### src/rtl/spi_cmd_receiver_if.sv
// Host-facing bundle for the SPI command receiver: serial lines, commit
// pulse, decoded fields, write strobes and sticky error flags.
interface spi_cmd_receiver_if;
   logic        sclk;
   logic        mosi;
   logic        ss_n;
   logic        latch_data;
   logic        miso;
   logic [3:0]  driver_select;
   logic [6:0]  mem_address;
   logic [2:0]  update_mask;
   logic [15:0] wdata;
   logic [6:0]  sel_row;
   logic [6:0]  sel_col;
   logic [5:0]  cfg_addr;
   logic        mem_we;
   logic        dot_we;
   logic        sel_we;
   logic        cfg_we;
   logic        ctrl_we;
   logic        frame_error;
   logic        overrun;

   modport master (
      output sclk, mosi, ss_n, latch_data,
      input  miso, driver_select, mem_address, update_mask, wdata,
             sel_row, sel_col, cfg_addr,
             mem_we, dot_we, sel_we, cfg_we, ctrl_we,
             frame_error, overrun
   );

   modport slave (
      input  sclk, mosi, ss_n, latch_data,
      output miso, driver_select, mem_address, update_mask, wdata,
             sel_row, sel_col, cfg_addr,
             mem_we, dot_we, sel_we, cfg_we, ctrl_we,
             frame_error, overrun
   );
endinterface

### src/rtl/spi_cmd_receiver.sv
// Receives 32-bit SPI command frames, holds them until the host commits,
// then decodes the word into field registers and a single write strobe.
module spi_cmd_receiver #(
   parameter int SYNC_STAGES = 2
) (
   input logic               clock,
   input logic               reset,
   spi_cmd_receiver_if.slave bus
);

   typedef enum logic [1:0] {IDLE, SHIFT, READY} state_t;

   state_t r_state;
   state_t w_nextState;

   logic [SYNC_STAGES-1:0] r_sclkSync, r_mosiSync, r_ssSync, r_latchSync;
   logic r_sclkPrev, r_ssPrev, r_latchPrev, r_latchRise;
   logic w_sclk, w_mosi, w_ss, w_latch;
   logic w_sclkRise, w_sclkFall, w_ssRise, w_ssFall, w_latchRise;

   logic [31:0] r_rxShift, r_txShift, r_holdWord, r_lastWord;
   logic [5:0]  r_bitCount;
   logic        r_extraBits, r_commit, r_miso, r_frameError, r_overrun;
   logic        w_startFrame, w_endGood, w_endBad, w_commit, w_overrunHit;

   logic [3:0]  r_driverSelect;
   logic [6:0]  r_memAddress, r_selRow, r_selCol;
   logic [2:0]  r_updateMask;
   logic [15:0] r_wdata;
   logic [5:0]  r_cfgAddr;
   logic        r_memWe, r_dotWe, r_selWe, r_cfgWe, r_ctrlWe;

   assign w_sclk  = r_sclkSync[SYNC_STAGES-1];
   assign w_mosi  = r_mosiSync[SYNC_STAGES-1];
   assign w_ss    = r_ssSync[SYNC_STAGES-1];
   assign w_latch = r_latchSync[SYNC_STAGES-1];

   assign w_sclkRise  = w_sclk & ~r_sclkPrev;
   assign w_sclkFall  = ~w_sclk & r_sclkPrev;
   assign w_ssRise    = w_ss & ~r_ssPrev;
   assign w_ssFall    = ~w_ss & r_ssPrev;
   assign w_latchRise = w_latch & ~r_latchPrev;

   // The latch edge gets one extra register so commit latency is SYNC_STAGES+2.
   always_ff @(posedge clock or posedge reset) begin
      if (reset) begin
         r_sclkSync  <= '0;
         r_mosiSync  <= '0;
         r_ssSync    <= '1;
         r_latchSync <= '0;
         r_sclkPrev  <= 1'b0;
         r_ssPrev    <= 1'b1;
         r_latchPrev <= 1'b0;
         r_latchRise <= 1'b0;
      end else begin
         r_sclkSync  <= {r_sclkSync[SYNC_STAGES-2:0], bus.sclk};
         r_mosiSync  <= {r_mosiSync[SYNC_STAGES-2:0], bus.mosi};
         r_ssSync    <= {r_ssSync[SYNC_STAGES-2:0], bus.ss_n};
         r_latchSync <= {r_latchSync[SYNC_STAGES-2:0], bus.latch_data};
         r_sclkPrev  <= w_sclk;
         r_ssPrev    <= w_ss;
         r_latchPrev <= w_latch;
         r_latchRise <= w_latchRise;
      end
   end

   always_ff @(posedge clock or posedge reset) begin
      if (reset) r_state <= IDLE;
      else       r_state <= w_nextState;
   end

   always_comb begin
      w_nextState  = r_state;
      w_startFrame = 1'b0;
      w_endGood    = 1'b0;
      w_endBad     = 1'b0;
      w_commit     = 1'b0;
      w_overrunHit = 1'b0;
      case (r_state)
         IDLE: begin
            if (w_ssFall) begin
               w_startFrame = 1'b1;
               w_nextState  = SHIFT;
            end
         end
         SHIFT: begin
            if (w_ssRise) begin
               if (r_bitCount == 6'd32 && !r_extraBits) begin
                  w_endGood   = 1'b1;
                  w_nextState = READY;
               end else begin
                  w_endBad    = 1'b1;
                  w_nextState = IDLE;
               end
            end
         end
         READY: begin
            if (w_ssFall) begin
               w_overrunHit = 1'b1;
               w_startFrame = 1'b1;
               w_nextState  = SHIFT;
            end else if (r_latchRise) begin
               w_commit    = 1'b1;
               w_nextState = IDLE;
            end
         end
         default: w_nextState = IDLE;
      endcase
   end

   // Counter saturates at 32; any further sclk edge marks the frame as too long.
   always_ff @(posedge clock or posedge reset) begin
      if (reset) begin
         r_rxShift    <= '0;
         r_txShift    <= '0;
         r_holdWord   <= '0;
         r_bitCount   <= '0;
         r_extraBits  <= 1'b0;
         r_commit     <= 1'b0;
         r_miso       <= 1'b0;
         r_frameError <= 1'b0;
         r_overrun    <= 1'b0;
      end else begin
         r_commit <= w_commit;
         if (w_startFrame) begin
            r_rxShift   <= '0;
            r_bitCount  <= '0;
            r_extraBits <= 1'b0;
            r_txShift   <= r_lastWord;
         end else if (r_state == SHIFT) begin
            if (w_sclkRise) begin
               r_rxShift <= {r_rxShift[30:0], w_mosi};
               if (r_bitCount == 6'd32) r_extraBits <= 1'b1;
               else                     r_bitCount  <= r_bitCount + 6'd1;
            end
            if (w_sclkFall) r_txShift <= {r_txShift[30:0], 1'b0};
         end
         if (w_endGood)         r_holdWord <= r_rxShift;
         else if (w_overrunHit) r_holdWord <= '0;
         r_miso <= w_ss ? 1'b0 : r_txShift[31];
         if (w_endBad)      r_frameError <= 1'b1;
         else if (r_commit) r_frameError <= 1'b0;
         if (w_overrunHit)  r_overrun <= 1'b1;
         else if (r_commit) r_overrun <= 1'b0;
      end
   end

   always_ff @(posedge clock or posedge reset) begin
      if (reset) begin
         r_lastWord     <= '0;
         r_driverSelect <= '0;
         r_memAddress   <= '0;
         r_updateMask   <= '0;
         r_wdata        <= '0;
         r_selRow       <= '0;
         r_selCol       <= '0;
         r_cfgAddr      <= '0;
         r_memWe        <= 1'b0;
         r_dotWe        <= 1'b0;
         r_selWe        <= 1'b0;
         r_cfgWe        <= 1'b0;
         r_ctrlWe       <= 1'b0;
      end else begin
         r_memWe  <= 1'b0;
         r_dotWe  <= 1'b0;
         r_selWe  <= 1'b0;
         r_cfgWe  <= 1'b0;
         r_ctrlWe <= 1'b0;
         if (r_commit) begin
            r_lastWord     <= r_holdWord;
            r_driverSelect <= r_holdWord[29:26];
            r_memAddress   <= r_holdWord[22:16];
            r_updateMask   <= r_holdWord[25:23];
            r_wdata        <= r_holdWord[15:0];
            r_selRow       <= r_holdWord[21:15];
            r_selCol       <= r_holdWord[14:8];
            r_cfgAddr      <= r_holdWord[21:16];
            case (r_holdWord[31:30])
               2'b00:   r_memWe  <= 1'b1;
               2'b01:   r_dotWe  <= 1'b1;
               2'b10:   begin
                  if (r_holdWord[22]) r_selWe <= 1'b1;
                  else                r_cfgWe <= 1'b1;
               end
               default: r_ctrlWe <= 1'b1;
            endcase
         end
      end
   end

   assign bus.miso          = r_miso;
   assign bus.driver_select = r_driverSelect;
   assign bus.mem_address   = r_memAddress;
   assign bus.update_mask   = r_updateMask;
   assign bus.wdata         = r_wdata;
   assign bus.sel_row       = r_selRow;
   assign bus.sel_col       = r_selCol;
   assign bus.cfg_addr      = r_cfgAddr;
   assign bus.mem_we        = r_memWe;
   assign bus.dot_we        = r_dotWe;
   assign bus.sel_we        = r_selWe;
   assign bus.cfg_we        = r_cfgWe;
   assign bus.ctrl_we       = r_ctrlWe;
   assign bus.frame_error   = r_frameError;
   assign bus.overrun       = r_overrun;

endmodule
### src/flat_wrapper.sv
// flat-port wrapper written by rule: the top's interface ports become plain ports
module spi_cmd_receiver_flat 
#(
   parameter int SYNC_STAGES = 2
)
  (clock, reset, bus_sclk, bus_mosi, bus_ss_n, bus_latch_data, bus_miso, bus_driver_select, bus_mem_address, bus_update_mask, bus_wdata, bus_sel_row, bus_sel_col, bus_cfg_addr, bus_mem_we, bus_dot_we, bus_sel_we, bus_cfg_we, bus_ctrl_we, bus_frame_error, bus_overrun);
  spi_cmd_receiver_if bus_i ();
  input logic clock;
  input logic reset;
  input wire logic [$bits(bus_i.sclk)-1:0] bus_sclk;
  input wire logic [$bits(bus_i.mosi)-1:0] bus_mosi;
  input wire logic [$bits(bus_i.ss_n)-1:0] bus_ss_n;
  input wire logic [$bits(bus_i.latch_data)-1:0] bus_latch_data;
  output wire logic [$bits(bus_i.miso)-1:0] bus_miso;
  output wire logic [$bits(bus_i.driver_select)-1:0] bus_driver_select;
  output wire logic [$bits(bus_i.mem_address)-1:0] bus_mem_address;
  output wire logic [$bits(bus_i.update_mask)-1:0] bus_update_mask;
  output wire logic [$bits(bus_i.wdata)-1:0] bus_wdata;
  output wire logic [$bits(bus_i.sel_row)-1:0] bus_sel_row;
  output wire logic [$bits(bus_i.sel_col)-1:0] bus_sel_col;
  output wire logic [$bits(bus_i.cfg_addr)-1:0] bus_cfg_addr;
  output wire logic [$bits(bus_i.mem_we)-1:0] bus_mem_we;
  output wire logic [$bits(bus_i.dot_we)-1:0] bus_dot_we;
  output wire logic [$bits(bus_i.sel_we)-1:0] bus_sel_we;
  output wire logic [$bits(bus_i.cfg_we)-1:0] bus_cfg_we;
  output wire logic [$bits(bus_i.ctrl_we)-1:0] bus_ctrl_we;
  output wire logic [$bits(bus_i.frame_error)-1:0] bus_frame_error;
  output wire logic [$bits(bus_i.overrun)-1:0] bus_overrun;
  assign bus_i.sclk = bus_sclk;
  assign bus_i.mosi = bus_mosi;
  assign bus_i.ss_n = bus_ss_n;
  assign bus_i.latch_data = bus_latch_data;
  assign bus_miso = bus_i.miso;
  assign bus_driver_select = bus_i.driver_select;
  assign bus_mem_address = bus_i.mem_address;
  assign bus_update_mask = bus_i.update_mask;
  assign bus_wdata = bus_i.wdata;
  assign bus_sel_row = bus_i.sel_row;
  assign bus_sel_col = bus_i.sel_col;
  assign bus_cfg_addr = bus_i.cfg_addr;
  assign bus_mem_we = bus_i.mem_we;
  assign bus_dot_we = bus_i.dot_we;
  assign bus_sel_we = bus_i.sel_we;
  assign bus_cfg_we = bus_i.cfg_we;
  assign bus_ctrl_we = bus_i.ctrl_we;
  assign bus_frame_error = bus_i.frame_error;
  assign bus_overrun = bus_i.overrun;
  spi_cmd_receiver #(.SYNC_STAGES(SYNC_STAGES)) u_core (.clock(clock), .reset(reset), .bus(bus_i));
endmodule
### config.mk
export PLATFORM = sky130hd
export DESIGN_NAME = spi_cmd_receiver_flat
export DESIGN_NICKNAME = d
export VERILOG_FILES = /design/src/rtl/spi_cmd_receiver_if.sv /design/src/rtl/spi_cmd_receiver.sv /design/src/flat_wrapper.sv
export SDC_FILE = /design/constraint.sdc
export NUM_CORES = 1
export LEC_CHECK = 0
export ABC_AREA = 1
export ABC_CLOCK_PERIOD_IN_PS = 4700
export CORE_UTILIZATION = 52
export DETAILED_ROUTE_END_ITERATION = 6
export GPL_ROUTABILITY_DRIVEN = 0
export PLACE_DENSITY = 0.77
export SYNTH_ARGS = -nofsm -noshare
export SYNTH_HDL_FRONTEND = slang
export SYNTH_SLANG_ARGS = --single-unit
### constraint.sdc
create_clock -name clock -period 4.7 [get_ports clock]
set_clock_uncertainty 0.1 [all_clocks]
set_input_delay 0.47 -clock clock [delete_from_list [all_inputs] [get_ports clock]]
set_output_delay 0.47 -clock clock [all_outputs]
set_load 0.02 [all_outputs]
==> impl_metrics.env, run 1 <==
export IMPL_drc=0
export IMPL_clock_latency_ns=0.42
export IMPL_multi_input_area_um2=1870
export IMPL_r2r_end="u_core.r_bitCount[4]$_DFFE_PP0P_"
export IMPL_maxSlewViolCount=0
export IMPL_irDropWorstVdd_v=0.000204
export IMPL_ys_seq_area_share_pct=58.3
export IMPL_worstHoldPathType="register to register"
export IMPL_min_from="u_core.r_sclkSync[0]$_DFF_PP0_"
export IMPL_die_w_um=116
export IMPL_setup_viol=0
export IMPL_final_hold_viol_count=0
export IMPL_fin_nets=760
export IMPL_setup_tns_ns=0
export IMPL_synthCells=752
export IMPL_min_to="u_core.r_sclkSync[1]$_DFF_PP0_"
export IMPL_dr_first_iter_drc_count=467
export IMPL_hpwl_mm=7.93
export IMPL_tightest_slew_ns=1.10
export IMPL_wl_mm=13.4
export IMPL_syn_avg_cell_area_um2=9.03
export IMPL_crit_chain="nand2_2, inv_2, nand2_2, nand2_1, nand2_2, inv_1, nand2_1, nand2_1"
export IMPL_syn_nets=760
export IMPL_fill_cells=1021
export IMPL_grt_busiest_layer="met2"
export IMPL_fin_total_pwr_mw=3.50
export IMPL_cpPeakStageDelay_ns=0.83
export IMPL_drive_gt1_share_pct=7.19
export IMPL_crit_path_end_kind="register"
export IMPL_post_cts_buffers=0
export IMPL_clock_root_buffer="clkbuf_16"
export IMPL_grt_pass1_vias=4836
export IMPL_cts_sinks=158
export IMPL_ff_latch_area_um2=3960
export IMPL_post_cts_resized=0
export IMPL_grtUsageMet3_pct=5.29
export IMPL_num_vias=4882
export IMPL_h_tree_depth=4
export IMPL_syn_area_um2=6790
export IMPL_grtUsageTotal_pct=21.8
export IMPL_cts_hold_buf=0
export IMPL_grtUsageMet2_pct=36.0
export IMPL_core_um2=12700
export IMPL_die_area_um2=13500
export IMPL_synth_cell_type_count=26
export IMPL_synth_seq_cells=158
export IMPL_rr_startpoint="u_core.r_state[0]$_DFFE_PP0P_"
export IMPL_grt_met1_usage_pct=28.0
export IMPL_fin_crit_ns=2.81
export IMPL_cts_buffers=17
export IMPL_cts_tree="done"
export IMPL_area_delta_synth_final_pct=15.1
export IMPL_grt_pass1_wl_mm=22.7
export IMPL_wl_per_cell_um=14.3
export IMPL_rsz0062_at_grt="no"
export IMPL_relSlewSlack_pct=26.6
export IMPL_worstPathMaxFanout=36
export IMPL_placed_cell_area_um2=7160
export IMPL_initial_core_util_pct=53.6
export IMPL_grt_overflow=0
export IMPL_portBuffers=63
export IMPL_grt_max_degree=159
export IMPL_clk_pin_slew_ns=0.06
export IMPL_cpMaxStageDelayCell="nand2_1"
export IMPL_fmax_mhz=356
export IMPL_synthTopCellsByArea="dfrtp_1, nand2_1, nand3_1, inv_1, buf_4"
export IMPL_outcome="completed"
export IMPL_hold_depth=0
export IMPL_required_ns=4.92
export IMPL_cts_buffer_depth=2
export IMPL_ant_nets=0
export IMPL_critPathArrivalTime_ns=3.03
export IMPL_fp_dieH_um=116
export IMPL_netlist_area_leader_share_pct=57.1
export IMPL_ios=64
export IMPL_crit_type="register to register"
export IMPL_num_rows=41
export IMPL_r2r_worst_path_cells=8
export IMPL_yosys_warnings=0
export IMPL_viasPerCell=5.21
export IMPL_fin_crit_sh_pct=59.8
export IMPL_dr_pass1_iters=5
export IMPL_ff2ff_setup_slack_ns=1.89
export IMPL_antenna_cells=0
export IMPL_finalInstanceArea_um2=7820
export IMPL_synth_area_leader_cell="dfrtp_1"
export IMPL_crit_path_start_kind="register"
export IMPL_powerDensity_nw_per_um2=448
export IMPL_p_leak_nw=3.72
export IMPL_cap_violations=0
export IMPL_antenna_found_initial=0
==> area by class of cell <==
| class | count | share of cell area, % |
|---|---|---|
| Clock buffer | 20 | 5.71 |
| Sequential cell | 158 | 50.6 |
| Inverter | 112 | 5.42 |
| Tap cell | 172 | 2.75 |
| Clock inverter | 12 | 2.75 |
| Multi-Input combinational cell | 394 | 24.0 |
| Timing Repair Buffer | 69 | 8.80 |
==> cell families (layout without fill, tap and decap cells) <==
group                    after synthesis  in the layout  share of synthesized area [%]
AO/OA/AOI/OAI                        107            107                           8.66
XOR/XNOR                               2              2                          0.258
adder cells (fa/ha/maj)                2              2                          0.368
buffers and inverters                200            213                           14.3
flip-flops                           158            158                           58.3
AND/OR/NAND/NOR                      283            283                           18.2
==> cells in the final DEF (no fill, tap or decap), drive strengths merged <==
master | synthesis | routed
a21oi | 1 | 1
buf | 73 | 6
bufinv | 0 | 6
clkbuf | 15 | 20
clkdlybuf4s50 | 0 | 63
clkinv | 0 | 4
clkinvlp | 0 | 3
dfrtp | 155 | 155
dfstp | 3 | 3
ha | 2 | 2
inv | 112 | 111
nand2 | 162 | 162
nand3 | 100 | 100
nor2 | 17 | 17
nor3 | 1 | 1
nor4 | 2 | 2
o211ai | 3 | 3
o21ai | 71 | 71
o21bai | 1 | 1
o22ai | 31 | 31
or2 | 1 | 1
xor2 | 2 | 2
==> per-stage QoR <==
stage | cells | util [%] | worst slack (ns) | hold slack, ns
2_1_floorplan | 752 | - | 2.13 | 0.231
3_3_place_gp | 905 | 56.5 | 2.09 | 0.236
3_5_place_dp | 905 | 56.5 | 1.97 | 0.236
4_1_cts | 937 | 61.7 | 1.94 | 0.250
5_1_grt | 937 | 61.7 | 1.59 | 0.259
6_report | 937 | 61.7 | 1.89 | 0.248
==> power by group <==
part | internal (mW) | leakage (nW) | switching, mW
Clock | 1.01 | 0.320 | 0.529
Sequential | 1.50 | 2.14 | 0.0651
Combinational | 0.130 | 1.26 | 0.269
Total | 2.64 | 3.72 | 0.863
==> synth_stat cells (all sizes together) <==
| cell type | instances |
|---|---|
| a21oi | 1 |
| buf | 73 |
| clkbuf | 15 |
| dfrtp | 155 |
| dfstp | 3 |
| ha | 2 |
| inv | 112 |
| nand2 | 162 |
| nand3 | 100 |
| nor2 | 17 |
| nor3 | 1 |
| nor4 | 2 |
| o211ai | 3 |
| o21ai | 71 |
| o21bai | 1 |
| o22ai | 31 |
| or2 | 1 |
| xor2 | 2 |
==> critical path, delay by kind of cell (launching register included) <==
family,cells,cell delay [ns]
flops,1,0.43
simple gates,6,2.05
buf+inv,2,0.13
==> flip-flops by register name, summed over array words and instances, names as in the netlist, 2 cells and up <==
register                  cells
u_core.r_holdWord            32
u_core.bus.wdata             15
u_core.r_latchSync            2
u_core.r_state                2
u_core.bus.cfg_addr           5
u_core.r_rxShift             32
u_core.r_txShift             32
u_core.bus.driver_select      3
u_core.r_ssSync               2
u_core.r_sclkSync             2
u_core.r_lastWord             5
u_core.r_mosiSync             2
u_core.r_bitCount             6
u_core.bus.update_mask        2
==> worst max-delay path by stage <==
stage	slack, ns	startpoint	to	depth (start not counted)
4_1_cts	1.94	u_core.r_state[0]$_DFFE_PP0P_	u_core.r_bitCount[4]$_DFFE_PP0P_	8
2_1_floorplan	2.13	reset	u_core.bus.cfg_addr[0]$_DFFE_PP0P_	1
6_report	1.89	u_core.r_state[0]$_DFFE_PP0P_	u_core.r_bitCount[4]$_DFFE_PP0P_	8
3_5_place_dp	1.97	u_core.r_state[0]$_DFFE_PP0P_	u_core.r_bitCount[4]$_DFFE_PP0P_	8
5_1_grt	1.59	u_core.r_state[0]$_DFFE_PP0P_	u_core.r_bitCount[0]$_DFFE_PP0P_	7
3_3_place_gp	2.09	u_core.r_state[0]$_DFFE_PP0P_	u_core.r_bitCount[4]$_DFFE_PP0P_	8
==> routing by layer <==
metal	up-vias	wire length (um)
li1	2338	-
met1	2405	5900
met2	121	6750
met3	18	579
met4	0	182
met5	-	0
No activity file was read; power rests on OpenSTA's default activity.
==> inputs of run 2 (changes only) <==
- ABC_CLOCK_PERIOD_IN_PS: 4700 -> 2800
- PLACE_DENSITY: 0.77 -> 0.74
- clock period: 4.7 -> 2.8 ns (I/O delays scaled with it)
==> impl_metrics.env, run 2 (synthesized netlist as in run 1, its figures left out) <==
export IMPL_post_cts_buffers=0
export IMPL_postLayoutCoreUtil_pct=62.4
export IMPL_dr_first_iter_drc_count=451
export IMPL_initial_core_util_pct=53.6
export IMPL_rr_startpoint="u_core.r_bitCount[0]$_DFFE_PP0P_"
export IMPL_fin_crit_ns=2.20
export IMPL_grt_pass1_vias=4725
export IMPL_grtUsageMet2_pct=35.1
export IMPL_ff2ff_setup_slack_ns=0.60
export IMPL_top_regs="u_core.r_holdWord: 32 flops, u_core.r_rxShift: 32 flops, u_core.r_txShift: 32 flops"
export IMPL_crit_path_start_kind="register"
export IMPL_grtUsageTotal_pct=22.3
export IMPL_critPathArrivalTime_ns=2.41
export IMPL_required_ns=3.01
export IMPL_final_cell_mix="nand2_1, dfrtp_1, inv_1, nand3_1, clkdlybuf4s50_1"
export IMPL_rsz0062_at_grt="no"
export IMPL_clock_latency_ns=0.42
export IMPL_dr_pass1_iters=4
export IMPL_cts_buffer_depth=2
export IMPL_hold_ws_ns=0.159
export IMPL_crit_type="register to register"
export IMPL_grtUsageMet3_pct=5.60
export IMPL_grt_busiest_layer="met2"
export IMPL_worstPathMaxFanout=33
export IMPL_setup_tns_ns=0
export IMPL_wl_per_cell_um=14.3
export IMPL_irDropWorstVdd_v=0.000337
export IMPL_outcome="completed"
export IMPL_antenna_found_initial=0
export IMPL_drive_gt1_share_pct=8.53
export IMPL_relSlewSlack_pct=53.7
export IMPL_die_area_um2=13500
export IMPL_hpwl_mm=8.68
export IMPL_antenna_cells=0
export IMPL_core_um2=12700
export IMPL_cap_violations=0
export IMPL_powerDensity_nw_per_um2=744
export IMPL_final_hold_viol_count=0
export IMPL_num_vias=4935
export IMPL_area_delta_synth_final_pct=16.4
export IMPL_r2r_end="u_core.r_holdWord[6]$_DFFE_PP0P_"
export IMPL_fin_crit_sh_pct=78.6
export IMPL_drc=0
export IMPL_num_rows=41
export IMPL_tightest_slew_ns=0.694
export IMPL_portBuffers=63
export IMPL_clk_pin_slew_ns=0.06
export IMPL_min_from="bus_ss_n"
export IMPL_setup_viol=0
export IMPL_h_tree_depth=4
export IMPL_cts_buffers=17
export IMPL_cts_hold_buf=0
export IMPL_viasPerCell=5.22
export IMPL_grt_overflow=0
export IMPL_die_w_um=116
export IMPL_maxSlewViolCount=0
export IMPL_fmax_mhz=455
export IMPL_crit_path_end_kind="register"
export IMPL_cts_tree="done"
export IMPL_grt_pass1_wl_mm=22.9
export IMPL_p_leak_nw=3.77
export IMPL_r2r_worst_path_cells=7
export IMPL_clock_root_buffer="clkbuf_16"
export IMPL_mostFrequentLayoutCell="nand2_1"
export IMPL_hold_depth=1
export IMPL_fin_nets=769
export IMPL_worstHoldPathType="input port to register"
export IMPL_min_to="u_core.r_ssSync[0]$_DFF_PP1_"
export IMPL_cts_sinks=158
export IMPL_ios=64
export IMPL_wl_mm=13.5
export IMPL_grt_max_degree=65
export IMPL_grt_met1_usage_pct=29.8
export IMPL_fp_dieH_um=116
export IMPL_ant_nets=0
export IMPL_post_cts_resized=0
## run 2: final cells by class
| cell class | count | area [um^2] |
|---|---|---|
| Multi-Input combinational cell | 394 | 1870 |
| Timing Repair Buffer | 78 | 768 |
| Tap cell | 172 | 215 |
| Clock inverter | 13 | 211 |
| Sequential cell | 158 | 3960 |
| Inverter | 112 | 424 |
| Fill cell | 1023 | 4770 |
| Clock buffer | 19 | 453 |
## run 2: worst max-delay path by stage
stage                     slack [ns]  cells past startpoint                            endpoint                              from
after floorplan                 0.42                      1  u_core.bus.cfg_addr[0]$_DFFE_PP0P_                             reset
after global placement          0.82                      7   u_core.r_holdWord[13]$_DFFE_PP0P_  u_core.r_bitCount[0]$_DFFE_PP0P_
after detailed placement        0.65                      7   u_core.r_holdWord[19]$_DFFE_PP0P_  u_core.r_bitCount[0]$_DFFE_PP0P_
after CTS                       0.61                      7    u_core.r_holdWord[6]$_DFFE_PP0P_  u_core.r_bitCount[0]$_DFFE_PP0P_
after global routing            0.42                      7   u_core.r_holdWord[27]$_DFFE_PP0P_  u_core.r_bitCount[0]$_DFFE_PP0P_
final                           0.60                      7    u_core.r_holdWord[6]$_DFFE_PP0P_  u_core.r_bitCount[0]$_DFFE_PP0P_
## run 2: where the power goes
group	total (mW)	internal [mW]	switching, mW	leakage [nW]
Combinational	0.694	0.235	0.459	1.31
Clock	2.55	1.63	0.916	0.324
Sequential	2.64	2.52	0.111	2.14
## run 2: worst max-delay path: stages, from the launching register on
cell	delay [ns]
dfrtp_1	0.45
inv_1	0.12
ha_1	0.18
nand3_1	0.14
nor2_4	0.17
nand3_2	0.55
nand3_1	0.27
nand2_1	0.09
## run 2: through the flow
stage | area [um^2] | cells | setup WS [ns] | power (mW)
after CTS | 7900 | 946 | 0.611 | 5.91
after detailed placement | 7240 | 914 | 0.653 | 3.36
final | 7900 | 946 | 0.600 | 5.88
after floorplan | 6800 | 752 | 0.422 | 3.17
after global placement | 7240 | 914 | 0.821 | 3.31
after global routing | 7900 | 946 | 0.415 | 6.14
## run 2: layer usage
metal | up-vias | routed length [um]
met3 | 22 | 553
met4 | 0 | 195
met5 | - | 0
met2 | 122 | 6670
li1 | 2363 | -
met1 | 2428 | 6100
==> inputs of run 3 (changes only) <==
- ABC_CLOCK_PERIOD_IN_PS: 2800 -> 1900
- PLACE_DENSITY: 0.74 -> 0.77
- clock period: 2.8 -> 1.9 ns (I/O delays scaled with it)
==> impl_metrics.env, run 3 (synthesized netlist as in run 1, its figures left out) <==
export IMPL_tightest_slew_ns=0.447
export IMPL_dr_first_iter_drc_count=444
export IMPL_cts_sinks=158
export IMPL_antenna_cells=0
export IMPL_rr_startpoint="u_core.r_bitCount[0]$_DFFE_PP0P_"
export IMPL_cap_violations=0
export IMPL_grt_pass1_wl_mm=23.1
export IMPL_die_area_um2=13500
export IMPL_hold_ws_ns=0.0757
export IMPL_worstPathMaxFanout=3
export IMPL_final_hold_viol_count=0
export IMPL_ff2ff_setup_slack_ns=0.18
export IMPL_cpMaxStageDelayCell="clkdlybuf4s50_1"
export IMPL_place_ws_ns=0.193
export IMPL_finalInstanceArea_um2=7920
export IMPL_clk_pin_slew_ns=0.06
export IMPL_clock_latency_ns=0.43
export IMPL_irDropWorstVdd_v=0.000568
export IMPL_cts_hold_buf=0
export IMPL_layout_setup_ws_ns=0.104
export IMPL_drive_gt1_share_pct=8.75
export IMPL_wl_mm=13.6
export IMPL_final_cell_mix="nand2_1, dfrtp_1, inv_1, nand3_1, clkdlybuf4s50_1"
export IMPL_fin_total_pwr_mw=8.36
export IMPL_clock_root_buffer="clkbuf_16"
export IMPL_setup_viol=0
export IMPL_worstHoldPathType="input port to register"
export IMPL_cts_tree="done"
export IMPL_core_um2=12700
export IMPL_viasPerCell=5.20
export IMPL_area_delta_synth_final_pct=16.6
export IMPL_num_vias=4935
export IMPL_ios=64
export IMPL_top_regs="u_core.r_holdWord: 32 flops, u_core.r_rxShift: 32 flops, u_core.r_txShift: 32 flops"
export IMPL_post_cts_resized=0
export IMPL_crit_path_end_kind="output port"
export IMPL_critPathArrivalTime_ns=1.51
export IMPL_crit_family="buffers and inverters"
export IMPL_fin_crit_ns=1.80
export IMPL_wl_per_cell_um=14.4
export IMPL_min_from="bus_ss_n"
export IMPL_required_ns=1.61
export IMPL_fin_nets=772
export IMPL_h_tree_depth=4
export IMPL_placed_cell_area_um2=7310
export IMPL_cts_buffer_depth=2
export IMPL_rsz0062_at_grt="no"
export IMPL_initial_core_util_pct=53.6
export IMPL_drc=0
export IMPL_dr_pass1_iters=5
export IMPL_portBuffers=63
export IMPL_ant_nets=0
export IMPL_fmax_mhz=557
export IMPL_outcome="completed"
export IMPL_post_cts_buffers=0
export IMPL_hold_depth=1
export IMPL_grt_pass1_vias=4853
export IMPL_r2r_worst_path_cells=8
export IMPL_fp_dieH_um=116
export IMPL_crit_chain="clkdlybuf4s50_1"
export IMPL_setup_tns_ns=0
export IMPL_cts_buffers=17
export IMPL_die_w_um=116
export IMPL_fin_crit_sh_pct=94.5
export IMPL_grtUsageTotal_pct=22.5
export IMPL_crit_buf_inv=1
export IMPL_num_rows=41
export IMPL_cpPeakStageDelay_ns=0.64
export IMPL_p_leak_nw=3.78
export IMPL_crit_path_start_kind="register"
export IMPL_worst_path_stages=1
export IMPL_grt_overflow=0
export IMPL_powerDensity_nw_per_um2=1060
export IMPL_hpwl_mm=8.87
export IMPL_mostFrequentLayoutCell="nand2_1"
export IMPL_relSlewSlack_pct=70.2
export IMPL_crit_type="register to output port"
export IMPL_antenna_found_initial=0
export IMPL_crit_start="u_core.bus.wdata[1]$_DFFE_PP0P_"
export IMPL_grt_max_degree=88
export IMPL_maxSlewViolCount=0
[run 3: cell count changes in the layout (fill, tap and decap cells not counted)]
cell,before,now
buf_4,13,12
clkinvlp_4,2,3
clkinv_2,2,5
inv_6,1,0
clkbuf_8,2,3
clkbuf_1,0,1
bufinv_16,5,3
clkinv_4,4,1
buf_12,2,6
[run 3: report_power, final]
group | internal [mW] | switching (mW) | leakage [nW]
Combinational | 0.360 | 0.673 | 1.34
Sequential | 3.72 | 0.170 | 2.14
Clock | 2.16 | 1.28 | 0.299
[run 3: stage by stage]
stage               util [%]  std cells
finish                  62.5        949
global route            62.5        949
CTS                     62.5        949
detailed placement      57.7        917
global placement        57.7        917
floorplan                  -        752
[run 3: layout make-up]
cell class	count	area, um^2
fill	989	4750
sequential	158	3960
multi-input combinational	394	1870
clock buffer	21	470
inverter	112	424
clock inverter	11	139
timing repair buffer	81	841
tap	172	215
[run 3: per-layer routing]
layer / track usage [%] / vias up / wire, um
li1: - / 2371 / -
met1: 29.4 / 2403 / 5930
met2: 36.7 / 140 / 6760
met3: 5.45 / 21 / 737
met4: 8.46 / 0 / 216
met5: 0 / - / 0
[run 3: worst paths after layout]
check / to
worst min register to register: u_core.r_sclkSync[1]$_DFF_PP0_
min in group asynchronous: u_core.r_latchSync[0]$_DFF_PP0_
worst min-delay path: u_core.r_ssSync[0]$_DFF_PP1_
max in group asynchronous: u_core.r_ssPrev$_DFF_PP1_
worst max register to register: u_core.r_holdWord[9]$_DFFE_PP0P_
worst max-delay path: bus_wdata[1]
==> RTL change, RTL diff (flow settings as in run 1) <==
`SYNC_STAGES` is set to 2 in 2 places; all go to 4. Comments in the files are not updated.
--- a/src/rtl/spi_cmd_receiver.sv
+++ b/src/rtl/spi_cmd_receiver.sv
@@ -2,5 +2,5 @@
 // then decodes the word into field registers and a single write strobe.
 module spi_cmd_receiver #(
-   parameter int SYNC_STAGES = 2
+   parameter int SYNC_STAGES = 4
 ) (
    input logic               clock,
--- a/src/flat_wrapper.sv
+++ b/src/flat_wrapper.sv
@@ -2,5 +2,5 @@
 module spi_cmd_receiver_flat 
 #(
-   parameter int SYNC_STAGES = 2
+   parameter int SYNC_STAGES = 4
 )
   (clock, reset, bus_sclk, bus_mosi, bus_ss_n, bus_latch_data, bus_miso, bus_driver_select, bus_mem_address, bus_update_mask, bus_wdata, bus_sel_row, bus_sel_col, bus_cfg_addr, bus_mem_we, bus_dot_we, bus_sel_we, bus_cfg_we, bus_ctrl_we, bus_frame_error, bus_overrun);
Formal check against the unedited RTL: not equivalent (a bounded check fails within 10 cycles, from zero or initial values and one cycle with reset high).
==> RTL change against run 1 <==
- wire length increased by 2.0%
- largest cell class unchanged
- worst setup slack gained 0.28 ns
- critical path type unchanged
- critical endpoint unchanged
- area after synthesis up 1.7%
- cell area is 0.18% higher
- sequential cell count rose by 8
- maximum frequency grew 11%
- critical path depth is the same
- hold slack got worse by 0.0013 ns
Power is not compared: it rests on default switching activity, and its combinational part moved more than twofold at a synthesized area within 25%.
==> RTL change: results <==
export IMPL_grt_pass1_wl_um=22800
export IMPL_tightest_slew_ns=1.24
export IMPL_clock_path_buffers=2
export IMPL_setup_viol=0
export IMPL_ctsHtreeMaxLevel=4
export IMPL_port_buffers=63
export IMPL_synthAdderAreaFrac=0.00362
export IMPL_hp_class="reg2reg"
export IMPL_worstPathArrival_ns=2.75
export IMPL_synth_xor_area_frac=0.00254
export IMPL_insertion_delay_ns=0.42
export IMPL_hpwl_um=8920
export IMPL_top_regs="u_core.r_holdWord (32), u_core.r_rxShift (32), u_core.r_txShift (32)"
export IMPL_synth_compound_area_frac=0.0799
export IMPL_post_cts_resized=0
export IMPL_ir_drop_mv=0.300
export IMPL_drive_gt1_frac=0.0746
export IMPL_drt_vias_per_instance=5.34
export IMPL_yosys_top_cells_area="dfrtp_1, nand2_1, nand3_1, buf_4, inv_1"
export IMPL_dr_pass1_iters=5
export IMPL_ys_async_sr_fraction=1.00
export IMPL_cts_root_buffer="clkbuf_16"
export IMPL_synthMuxAreaShare=0
export IMPL_wl_per_cell_um=15.3
export IMPL_detailedRoute_firstIterationViolations=401
export IMPL_status="finished, final reports clean"
export IMPL_nFillCells=999
export IMPL_grt_max_degree=82
export IMPL_grt_usage=0.221
export IMPL_grt_pass1_vias=4541
export IMPL_n_antenna_cell=0
export IMPL_synth_warning_count=0
export IMPL_syn_nets=722
export IMPL_synthFlopType="dfrtp_1"
export IMPL_numCtsBuffers=17
export IMPL_synth_common_cells="nand2_1, dfrtp_1, nand3_1"
export IMPL_synth_cell_type_count=27
export IMPL_post_cts_buffers=0
export IMPL_ys_seq_area_frac=0.602
export IMPL_crit_fanout=35
export IMPL_antenna_found_initial=0
export IMPL_clkSlewWorstSetupHoldPaths_ns=0.06
export IMPL_leakagePower_nw=3.64
==> RTL change: cell types whose count changed after synthesis, sizes merged, moves of 3 or more <==
cell,before,now
inv,112,66
o211ai,3,30
nand2,162,178
o21ai,71,23
nor2,17,20
buf,73,80
clkbuf,15,9
dfrtp,155,161
==> RTL change: per-stage QoR <==
step / power [mW] / area [µm²] / worst slack [ns] / hold slack (ns) / cells
after detailed placement: 1.70 / 7210 / 2.19 / 0.235 / 866
final: 3.12 / 7840 / 2.16 / 0.246 / 896
after global placement: 1.69 / 7210 / 2.25 / 0.232 / 866
after global routing: 3.23 / 7840 / 1.96 / 0.258 / 896
after floorplan: 1.66 / 6910 / 2.02 / 0.231 / 714
after CTS: 3.14 / 7840 / 2.17 / 0.248 / 896
==> RTL change: layout make-up <==
| cell class | count | share of cell area |
|---|---|---|
| Sequential cell | 166 | 0.531 |
| Multi-Input combinational cell | 393 | 0.242 |
| Timing Repair Buffer | 69 | 0.0878 |
| Clock buffer | 21 | 0.0600 |
| Inverter | 66 | 0.0321 |
| Tap cell | 172 | 0.0275 |
| Clock inverter | 9 | 0.0192 |
==> RTL change: path summary, 6_finish.rpt <==
check | start | to | slack (ns) | depth (start not counted)
max in group asynchronous | reset | u_core.r_rxShift[0] | 2.99 | 3
max | u_core.r_state[0] | u_core.r_bitCount[4] | 2.16 | 8
min in group asynchronous | reset | u_core.r_rxShift[23] | 0.51 | 2
min | u_core.r_mosiSync[2] | u_core.r_mosiSync[3] | 0.25 | 0
min reg2reg | u_core.r_mosiSync[2] | u_core.r_mosiSync[3] | 0.25 | 0
max reg2reg | u_core.r_state[0] | u_core.r_bitCount[4] | 2.16 | 8
==> RTL change: critical path: stages (launching register included) <==
cell     delay, ns
dfrtp_1       0.43
nand2_2       0.15
inv_2         0.08
nand2_2       0.55
nand2_2       0.59
nand2_2       0.36
inv_1         0.06
nand2_1       0.07
nand2_1       0.05
==> RTL change: logic make-up (layout without fill, tap and decap cells) <==
group,count (synthesis),in the layout
xor gates and xnor gates,2,2
adders and majority gates,2,2
DFF,166,166
AOI/OAI and AO/OA,87,87
buffers and inverters,155,165
and+or+nand+nor,302,302
==> RTL change: routing by layer <==
metal  up-vias  wire length [µm]  share of wire  GRT usage
li1       2274                 -              -          -
met1      2357              6170           0.45      0.305
met2       142              6650           0.49      0.344
met3        12               701          0.051     0.0551
met4         0               168          0.012     0.0793
met5         -                 0              0          0
==> RTL change: where the power goes <==
part	internal, mW	switching [mW]	leakage, nW
Combinational	0.0453	0.129	1.09
Clock	0.922	0.523	0.301
Sequential	1.47	0.0341	2.25
